`src/rtl/op_sequencer.sv`:
```
// op_sequencer: multi-cycle ALU sequencer. Reads two operands from an
// external register file, applies a shift to B, executes ADD/SUB/AND/NOT,
// writes the result back and reports {Z,N,V} status.
module op_sequencer #(
  parameter int W = 16
) (
  input  logic         clk,
  input  logic         resetn,
  input  logic         start,
  input  logic [2:0]   rn,
  input  logic [2:0]   rm,
  input  logic [2:0]   rd,
  input  logic [1:0]   op,
  input  logic [1:0]   shift,
  input  logic [W-1:0] rf_data,
  output logic [2:0]   readnum,
  output logic [2:0]   writenum,
  output logic         write,
  output logic [W-1:0] data_in,
  output logic         busy,
  output logic         done,
  output logic [2:0]   status
);

  localparam logic [2:0] IDLE = 3'd0;
  localparam logic [2:0] RD_A = 3'd1;
  localparam logic [2:0] RD_B = 3'd2;
  localparam logic [2:0] EXEC = 3'd3;
  localparam logic [2:0] WB   = 3'd4;
  localparam logic [2:0] DONE = 3'd5;

  logic [2:0]   state, next_state;
  logic [2:0]   rm_q, rd_q;
  logic [1:0]   op_q, shift_q;
  logic [W-1:0] a, b, c;
  logic [W-1:0] b_sh, sum, diff, result;
  logic [2:0]   flags;
  logic         v;

  // Fixed linear sequence; start is only looked at in IDLE.
  always_comb begin
    next_state = state;
    case (state)
      IDLE:    next_state = start ? RD_A : IDLE;
      RD_A:    next_state = RD_B;
      RD_B:    next_state = EXEC;
      EXEC:    next_state = WB;
      WB:      next_state = DONE;
      DONE:    next_state = IDLE;
      default: next_state = IDLE;
    endcase
  end

  // State register.
  always_ff @(posedge clk or negedge resetn) begin
    if (!resetn) state <= IDLE;
    else         state <= next_state;
  end

  // Shift B, compute the result and the {Z,N,V} flags.
  always_comb begin
    b_sh = b;
    case (shift_q)
      2'b01:   b_sh = {b[W-2:0], 1'b0};
      2'b10:   b_sh = {1'b0, b[W-1:1]};
      2'b11:   b_sh = {b[W-1], b[W-1:1]};
      default: b_sh = b;
    endcase
    sum    = a + b_sh;
    diff   = a - b_sh;
    result = '0;
    v      = 1'b0;
    case (op_q)
      2'b00: begin
        result = sum;
        v      = (a[W-1] == b_sh[W-1]) && (sum[W-1] != a[W-1]);
      end
      2'b01: begin
        result = diff;
        v      = (a[W-1] != b_sh[W-1]) && (diff[W-1] != a[W-1]);
      end
      2'b10:   result = a & b_sh;
      default: result = ~b_sh;
    endcase
    flags = {(result == '0), result[W-1], v};
  end

  // Datapath registers: captured fields, operands, result and status.
  // readnum is registered one edge ahead so it already holds rn in RD_A
  // and rm in RD_B, and simply holds otherwise.
  always_ff @(posedge clk or negedge resetn) begin
    if (!resetn) begin
      rm_q     <= '0;
      rd_q     <= '0;
      op_q     <= '0;
      shift_q  <= '0;
      readnum  <= '0;
      writenum <= '0;
      data_in  <= '0;
      a        <= '0;
      b        <= '0;
      c        <= '0;
      status   <= '0;
    end else begin
      case (state)
        IDLE: if (start) begin
          rm_q    <= rm;
          rd_q    <= rd;
          op_q    <= op;
          shift_q <= shift;
          readnum <= rn;
        end
        RD_A: begin
          a       <= rf_data;
          readnum <= rm_q;
        end
        RD_B: b <= rf_data;
        EXEC: begin
          c        <= result;
          data_in  <= result;
          writenum <= rd_q;
          status   <= flags;
        end
        default: ;
      endcase
    end
  end

  assign busy  = (state != IDLE);
  assign write = (state == WB);
  assign done  = (state == DONE);

endmodule
```
`config.mk`:
```
export PLATFORM = sky130hd
export DESIGN_NAME = op_sequencer
export DESIGN_NICKNAME = d
export VERILOG_FILES = /design/src/rtl/op_sequencer.sv
export SDC_FILE = /design/constraint.sdc
export NUM_CORES = 1
export LEC_CHECK = 0
export CORE_AREA = 2 2 105 107
export CTS_CLUSTER_SIZE = 28
export DETAILED_ROUTE_END_ITERATION = 8
export DIE_AREA = 0 0 107 109
export DONT_BUFFER_PORTS = 1
export GPL_ROUTABILITY_DRIVEN = 0
export GPL_TIMING_DRIVEN = 1
export PLACE_DENSITY = 0.72
export SLEW_MARGIN = 20
export SYNTH_ARGS = -nofsm -noshare
export SYNTH_HDL_FRONTEND = slang
export SYNTH_SLANG_ARGS = --single-unit
```
`constraint.sdc`:
```
create_clock -name clk -period 4.6 [get_ports clk]
set_input_delay 0.69 -clock clk [delete_from_list [all_inputs] [get_ports clk]]
set_output_delay 0.69 -clock clk [all_outputs]
set_load 0.02 [all_outputs]
```
==> results of run 1 <==
Yosys cell counts (all sizes together) (3+ instances only):
cell type	count	share of area (%)
a2111oi	4	1.2
a211o	4	0.68
a211oi	4	0.68
a21o	3	0.44
a21oi	26	2.5
a221oi	3	0.51
a22oi	4	0.59
a31oi	3	0.37
and3	4	0.49
buf	14	1.6
clkbuf	18	1.3
dfrtp	69	34
ha	36	8.8
inv	31	2.3
mux2	51	11
mux2i	25	4.9
nand2	50	3.7
nand2b	7	0.85
nand3	9	0.88
nand4	3	0.37
nor2	38	2.8
nor2b	7	0.85
nor3	13	1.3
nor3b	3	0.44
o211ai	3	0.44
o21ai	45	4.4
o21bai	5	0.80
o311ai	4	1.0
o31ai	6	0.88
or2	4	0.49
or3	4	0.59
xnor2	7	1.2
cell families after synthesis:
kind of cell | after synthesis | synth area share (%)
AND/OR/NAND/NOR | 152 | 14.14
AO/OA/AOI/OAI | 138 | 19.02
multiplexers | 78 | 16.94
flip-flops | 69 | 33.64
buffers and inverters | 63 | 5.168
XOR/XNOR | 9 | 1.536
adder cells (fa/ha/maj) | 38 | 9.556
metrics by stage:
step	std cells	hold WS (ps)	instance area (um^2)	setup slack, ps	utilization (%)
after detailed placement	663	395.7	5229	691.0	49.32
after floorplan	547	394.4	5132	1232	-
after global routing	679	3.582	5430	254.2	51.22
final	679	12.93	5430	630.3	51.22
after CTS	679	3.184	5430	651.1	51.22
after global placement	663	395.5	5229	754.4	49.32
worst max-delay path, delay by kind of cell, from the launching register on:
kind	cells	cell delay, ps
DFF	1	710
AOI/OAI and AO/OA	6	1310
and+or+nand+nor	3	550
adders and majority gates	2	670
xor gates and xnor gates	1	90
muxes	1	470
buffers and inverters	1	70
how the worst max path moves through the flow:
stage / startpoint / to / slack (ps) / depth (start not counted)
final: shift_q[1] / status[2] / 630 / 14
after global routing: shift_q[1] / status[2] / 250 / 14
after CTS: shift_q[1] / status[2] / 650 / 14
after detailed placement: shift_q[1] / status[2] / 690 / 14
after global placement: shift_q[1] / status[2] / 750 / 14
after floorplan: shift_q[0] / status[2] / 1230 / 15
final cells by class:
class	instances	area share, %
clock buffer	11	2.604
clock inverter	5	1.106
timing repair buffer	8	1.106
sequential	69	31.80
multi-input combinational	415	58.02
tap	140	3.226
inverter	31	2.143
state kept, by name, indices dropped and copies added (netlist names):
register  flops
data_in      15
state         3
rm_q          3
a            16
shift_q       2
writenum      3
status        3
readnum       3
op_q          2
rd_q          3
b            16
per-layer routing:
metal | vias to the layer above | GRT usage [%]
met4 | 0 | 9.462
met5 | - | 0
met2 | 133 | 32.21
met1 | 1954 | 27.95
li1 | 1958 | -
met3 | 15 | 5.081
==> flow_metrics.tcl, run 1 <==
set metrics [dict create \
    synth_nets 617 \
    num_vias 4060 \
    ant_nets 0 \
    final_common_cell "dfrtp_1" \
    grt_start_max_net_pins 70 \
    wl_met1_um 5115 \
    hold_viol_final 0 \
    grt_first_pass_wirelength_um 19370 \
    r2r_end "status[2]" \
    gr-total-overflow 0 \
    top_layer "met4" \
    clk_latency_ps 360 \
    reg2reg_slack_ps 630 \
    avgViaCountPerCell 5.979 \
    yosysUniqueCellTypes 74 \
    drive_gt1_share_pct 15.77 \
    crit_slowest_cell "dfrtp_1" \
    dp_hpwl_um 8518 \
    dr_wl_met3_um 1009 \
    timing.rr.start "shift_q[1]" \
    cts_post_setup_buffers_inserted 0 \
    min_period_ps 3970 \
    clock-root-buffer "clkbuf_8" \
    wl_met2_um 5099 \
    area.sequential_um2 1727 \
    slew_viol_final 0 \
    status "finished, final reports clean" \
    rsz0062_at_grt "false" \
    min_period_over_period_pct 86.30 \
    cts_buffers 9 \
    worst_pin_slew_ps 864.7 \
    holdBufCountCts 0 \
    routed_wl_um 11450 \
    syn2layout_area_growth_pct 5.802 \
    post_drt_wl_per_cell_um 16.86 \
    path_max_fanout 32 \
    netlist_instances 547 \
    num-fill-cells 947 \
    fmax_mhz 251.9 \
    cts_max_path_buffers 2 \
    worstHoldPathType "primary input to async pin" \
    critPathRequiredTime_ps 4840 \
    synth_edf_count 0 \
    syn_avg_cell_area_um2 9.383 \
    die-area_um2 11660 \
    skew_ps 9.872 \
    grt_util_all_layers_pct 20.89 \
    postSynth.asyncResetShare_pct 100.0 \
    initial_core_util_pct 48.41 \
    antenna_found_initial 0 \
    num_antenna_cells 0 \
    ys_warn_count 0 \
    drc 0 \
    fin_nets 604 \
    crit_type "register to register" \
    multi_input_area_um2 3151 \
    cp-start-kind "register" \
    r2r_cells 14 \
    cp.arrival_ps 4210 \
    ys_seq_elements 69 \
    cts_tree "yes" \
    synthFlopType "dfrtp_1" \
    die_w_um 107 \
    fin_tns_setup_ps 0 \
    ys_seq_area_share_pct 33.64 \
    firstDrtPassIters 5 \
    port-buffer-count 0 \
    crit_chain "nand2b_1 > o21ai_0 > ha_1 > inv_1 > fa_1 > nand2b_1 > a21o_1 > a21oi_1 > a21oi_1 > o21ai_0 > xnor2_1 > mux4_2 > nand4_1 > o31ai_1" \
    crit_path_end_kind "register" \
    slowest_delay_ps 710 \
    syn-cell-area_um2 5132 \
    max_slew_margin_pct 42.35 \
    cts_sinks 69 \
    core_um2 10600 \
    htreeDepth 3 \
    setup_viol 0 \
    floorplan.rows 38 \
    max_cap_viol_count 0 \
    first_iter_violations 267 \
    mostFrequentLayoutCells "dfrtp_1, nand2_1, mux2_2, nor2_1, ha_1" \
    io_pins 60 \
    die_h_um 109 \
    clk_pin_slew_ps 80 \
    grt_pass1_vias 3975 \
    cts_resized 0 \
]
Power of run 1 is not shown: default switching activity piles up to over one toggle a cycle in this logic, so the estimate is an artifact.
==> run 2, diff against run 1 <==
Settings changed: CORE_AREA 2 2 105 107 to 2 2 96 116, DIE_AREA 0 0 107 109 to 0 0 98 118.
==> flow_metrics.tcl, run 2 (synthesized netlist as in run 1, its figures left out) <==
set metrics [dict create \
    status "finished, final reports clean" \
    dp_hpwl_um 8590 \
    cts_buffers 9 \
    gr-total-overflow 0 \
    max_slew_margin_pct 51.52 \
    crit_type "register to register" \
    port-buffer-count 0 \
    skew_ps 11.26 \
    min_period_over_period_pct 81.44 \
    firstDrtPassIters 7 \
    initial_core_util_pct 49.29 \
    antenna_found_initial 0 \
    die-area_um2 11560 \
    worst_pin_slew_ps 726.4 \
    timing.rr.start "shift_q[0]" \
    clk_pin_slew_ps 60 \
    fmax_mhz 266.9 \
    clk_latency_ps 340 \
    cts_post_setup_buffers_inserted 0 \
    cts_resized 0 \
    path_max_fanout 12 \
    num_vias 4106 \
    floorplan.rows 41 \
    fin_nets 603 \
    first_iter_violations 364 \
    max_cap_viol_count 0 \
    cp.arrival_ps 3980 \
    holdBufCountCts 0 \
    avgViaCountPerCell 6.156 \
    reg2reg_slack_ps 850 \
    critPathRequiredTime_ps 4840 \
    cts_max_path_buffers 2 \
    die_w_um 98 \
    die_h_um 118 \
    cts_sinks 69 \
    cp-start-kind "register" \
    slew_viol_final 0 \
    syn2layout_area_growth_pct 7.460 \
    reg_top3 "a: 16 flops, b: 16 flops, data_in: 15 flops" \
    num_antenna_cells 0 \
    rsz0062_at_grt "false" \
    htreeDepth 3 \
    crit_path_end_kind "register" \
    routed_wl_um 11550 \
    final_common_cell "dfrtp_1" \
    worstHoldPathType "primary input to async pin" \
    mostFrequentLayoutCells "dfrtp_1, nand2_1, mux2_2, nor2_1, ha_1" \
    whs_ps 38.70 \
    post_drt_wl_per_cell_um 17.32 \
    drive_gt1_share_pct 15.99 \
    r2r_end "status[2]" \
    grt_util_all_layers_pct 20.70 \
    setup_viol 0 \
    clock-root-buffer "clkbuf_16" \
    area.sequential_um2 1727 \
    fin_tns_setup_ps 0 \
    grt_start_max_net_pins 70 \
    final_area_um2 5515 \
    worstSetupStartpoint "shift_q[0]" \
    ant_nets 0 \
    min_period_ps 3746 \
    io_pins 60 \
    cts_tree "yes" \
    num-fill-cells 942 \
    hold_viol_final 0 \
    multi_input_area_um2 3153 \
    grt_first_pass_wirelength_um 19720 \
    r2r_cells 14 \
    drc 0 \
    post_dp_cell_area_um2 5207 \
    grt_pass1_vias 4067 \
    core_um2 10410 \
]
run 2: how the worst max path moves through the flow:
stage	slack [ps]	cells past startpoint	to
2_1_floorplan	1230	15	status[2]
4_1_cts	810	14	status[2]
6_report	850	14	status[2]
3_3_place_gp	990	14	status[2]
3_5_place_dp	890	15	status[2]
5_1_grt	440	15	status[2]
run 2: critical path: stages, from the launching register on:
cell and delay [ps]:
dfrtp_1 550, buf_4 280, mux2i_1 210, nor2_1 50, a21oi_1 280, inv_1 110
ha_1 450, and3_1 230, o21ai_0 130, o221ai_1 140, a2111oi_0 380, a221oi_1 140
nor4b_1 340, nand4_1 140, o31ai_1 210
run 2: per-layer routing:
metal	global-route usage [%]	up-vias	wire [um]
met5	0	-	0
met4	7.118	0	252
met3	6.235	26	907
met2	33.78	138	5537
met1	26.04	1984	4854
li1	-	1958	-
run 2: layout make-up:
cell class,count,share of cell area [%]
tap,129,2.927
multi-input combinational,415,57.17
sequential,69,31.31
timing repair buffer,7,0.9528
clock buffer,9,4.083
clock inverter,7,1.452
inverter,31,2.110
run 2: stage by stage:
stage               setup WS, ps  util, %  instances
floorplan                   1232        -        547
global placement           988.9    50.01        651
detailed placement         892.5    50.01        651
CTS                        809.0    52.94        667
global route               441.5    52.96        667
finish                     853.6    52.96        667
Power of run 2 is left out for the same reason.
==> run 3, diff against run 2 <==
Settings changed: PLACE_DENSITY 0.72 to 0.75.
Clock period 4.6 ns to 3.1 ns, I/O delays scaled along.
==> flow_metrics.tcl, run 3 (synthesized netlist as in run 1, its figures left out) <==
set metrics [dict create \
    timing.rr.start "shift_q[0]" \
    final_common_cell "buf_4" \
    syn2layout_area_growth_pct 31.01 \
    num_antenna_cells 0 \
    crit_chain "buf_6 > buf_4 > mux2i_2 > o21ai_2 > buf_4 > inv_2 > ha_4 > a2111oi_4 > a2111oi_4 > nor3_1 > o21bai_2 > xnor2_1 > mux4_2 > nand4_1 > o31ai_1" \
    die_w_um 98 \
    cts_tree "yes" \
    worstSetupStartpoint "shift_q[0]" \
    post_dp_cell_area_um2 5829 \
    max_slew_margin_pct 65.07 \
    hold_viol_final 1 \
    final_cells 759 \
    endpoint "status[2]" \
    status "finished, violations left" \
    worst_pin_slew_ps 518.4 \
    r2r_cells 15 \
    io_pins 60 \
    slowest_delay_ps 490 \
    routed_wl_um 15000 \
    post_drt_wl_per_cell_um 19.77 \
    slew_viol_final 0 \
    drc 0 \
    die-area_um2 11560 \
    num-fill-cells 744 \
    clk_latency_ps 340 \
    worstHoldPathType "primary input to async pin" \
    path_max_fanout 6 \
    htreeDepth 3 \
    grt_start_max_net_pins 70 \
    violations "hold timing, setup timing" \
    drive_gt1_share_pct 40.32 \
    cp.depth 15 \
    reg2reg_slack_ps -210 \
    cp-start-kind "register" \
    first_iter_violations 484 \
    fmax_mhz 302.5 \
    antenna_found_initial 0 \
    clock-root-buffer "clkbuf_16" \
    cp.arrival_ps 3520 \
    floorplan.rows 41 \
    avgViaCountPerCell 6.261 \
    dp_cells 729 \
    num_vias 4752 \
    clk_pin_slew_ps 70 \
    initial_core_util_pct 49.29 \
    cts_max_path_buffers 2 \
    rsz0062_at_grt "true" \
    port-buffer-count 0 \
    firstDrtPassIters 5 \
    r2r_end "status[2]" \
    critPathRequiredTime_ps 3310 \
    setup_viol 6 \
    max_cap_viol_count 0 \
    grt_pass1_vias 4829 \
    crit_path_end_kind "register" \
    min_period_ps 3305 \
    grt_util_all_layers_pct 23.94 \
    gr-total-overflow 0 \
    skew_ps 12.46 \
    setup_slack_ps -205.5 \
    ant_nets 0 \
    grt_first_pass_wirelength_um 22750 \
    fin_nets 695 \
    cts_buffers 9 \
    crit_type "register to register" \
    final_area_um2 6724 \
    cts_sinks 69 \
    reg_top3 "a: 16 flops, b: 16 flops, data_in: 15 flops" \
    path_delay_family "compound AO/OA/AOI/OAI gates" \
    min_period_over_period_pct 106.6 \
    core_um2 10410 \
    mostFrequentLayoutCells "buf_4, dfrtp_1, nand2_1, mux2_2, nor2_1" \
    crit_slowest_cell "mux4_2" \
    post-route-util_pct 64.57 \
    dp_hpwl_um 9821 \
    whs_ps -5.948 \
    die_h_um 118 \
    critical_path_buf_inv_count 4 \
]
run 3: how the worst min path moves through the flow:
stage           start    endpoint  depth (start not counted)
2_1_floorplan  resetn        a[0]                          0
3_3_place_gp   resetn     rm_q[0]                          0
3_5_place_dp   resetn  readnum[1]                          0
4_1_cts        resetn        b[0]                          1
5_1_grt        resetn        b[0]                          1
6_report       resetn        b[0]                          1
run 3: final cells by class:
type	count	area, um^2	share of cell area [%]
Clock buffer	10	229.0	3.405
Clock inverter	6	46.29	0.6885
Inverter	31	116.4	1.731
Multi-Input combinational cell	415	3659	54.41
Sequential cell	69	1727	25.68
Tap cell	129	161.4	2.400
Timing Repair Buffer	99	785.8	11.69
run 3: per-stage QoR:
step	setup TNS [ps]	setup WS, ps
finish	-834.9	-205.5
global route	-1887	-350.2
CTS	-381.6	-118.4
floorplan	0	3.692
global placement	-548.5	-263.9
detailed placement	-1199	-303.7
run 3: what timing repair did:
item / CTS / global route
pin swaps: 22 / 20
hold buffers: 1 / 0
setup endpoints to repair: 8 / 10
resized for setup: 47 / 53
buffers inserted: 9 / 4
hold endpoints to repair: 69 / 0
run 3: layer usage:
metal  track usage, %  share of wire [%]  wire length, um  vias up
met5                0                  0                0        -
met4            11.46                4.1              614        0
met3            6.235                7.4             1115       62
met2            40.28                 50             7525      237
met1            28.24                 38             5747     2321
li1                 -                  -                -     2132
Power of run 3 is left out for the same reason.
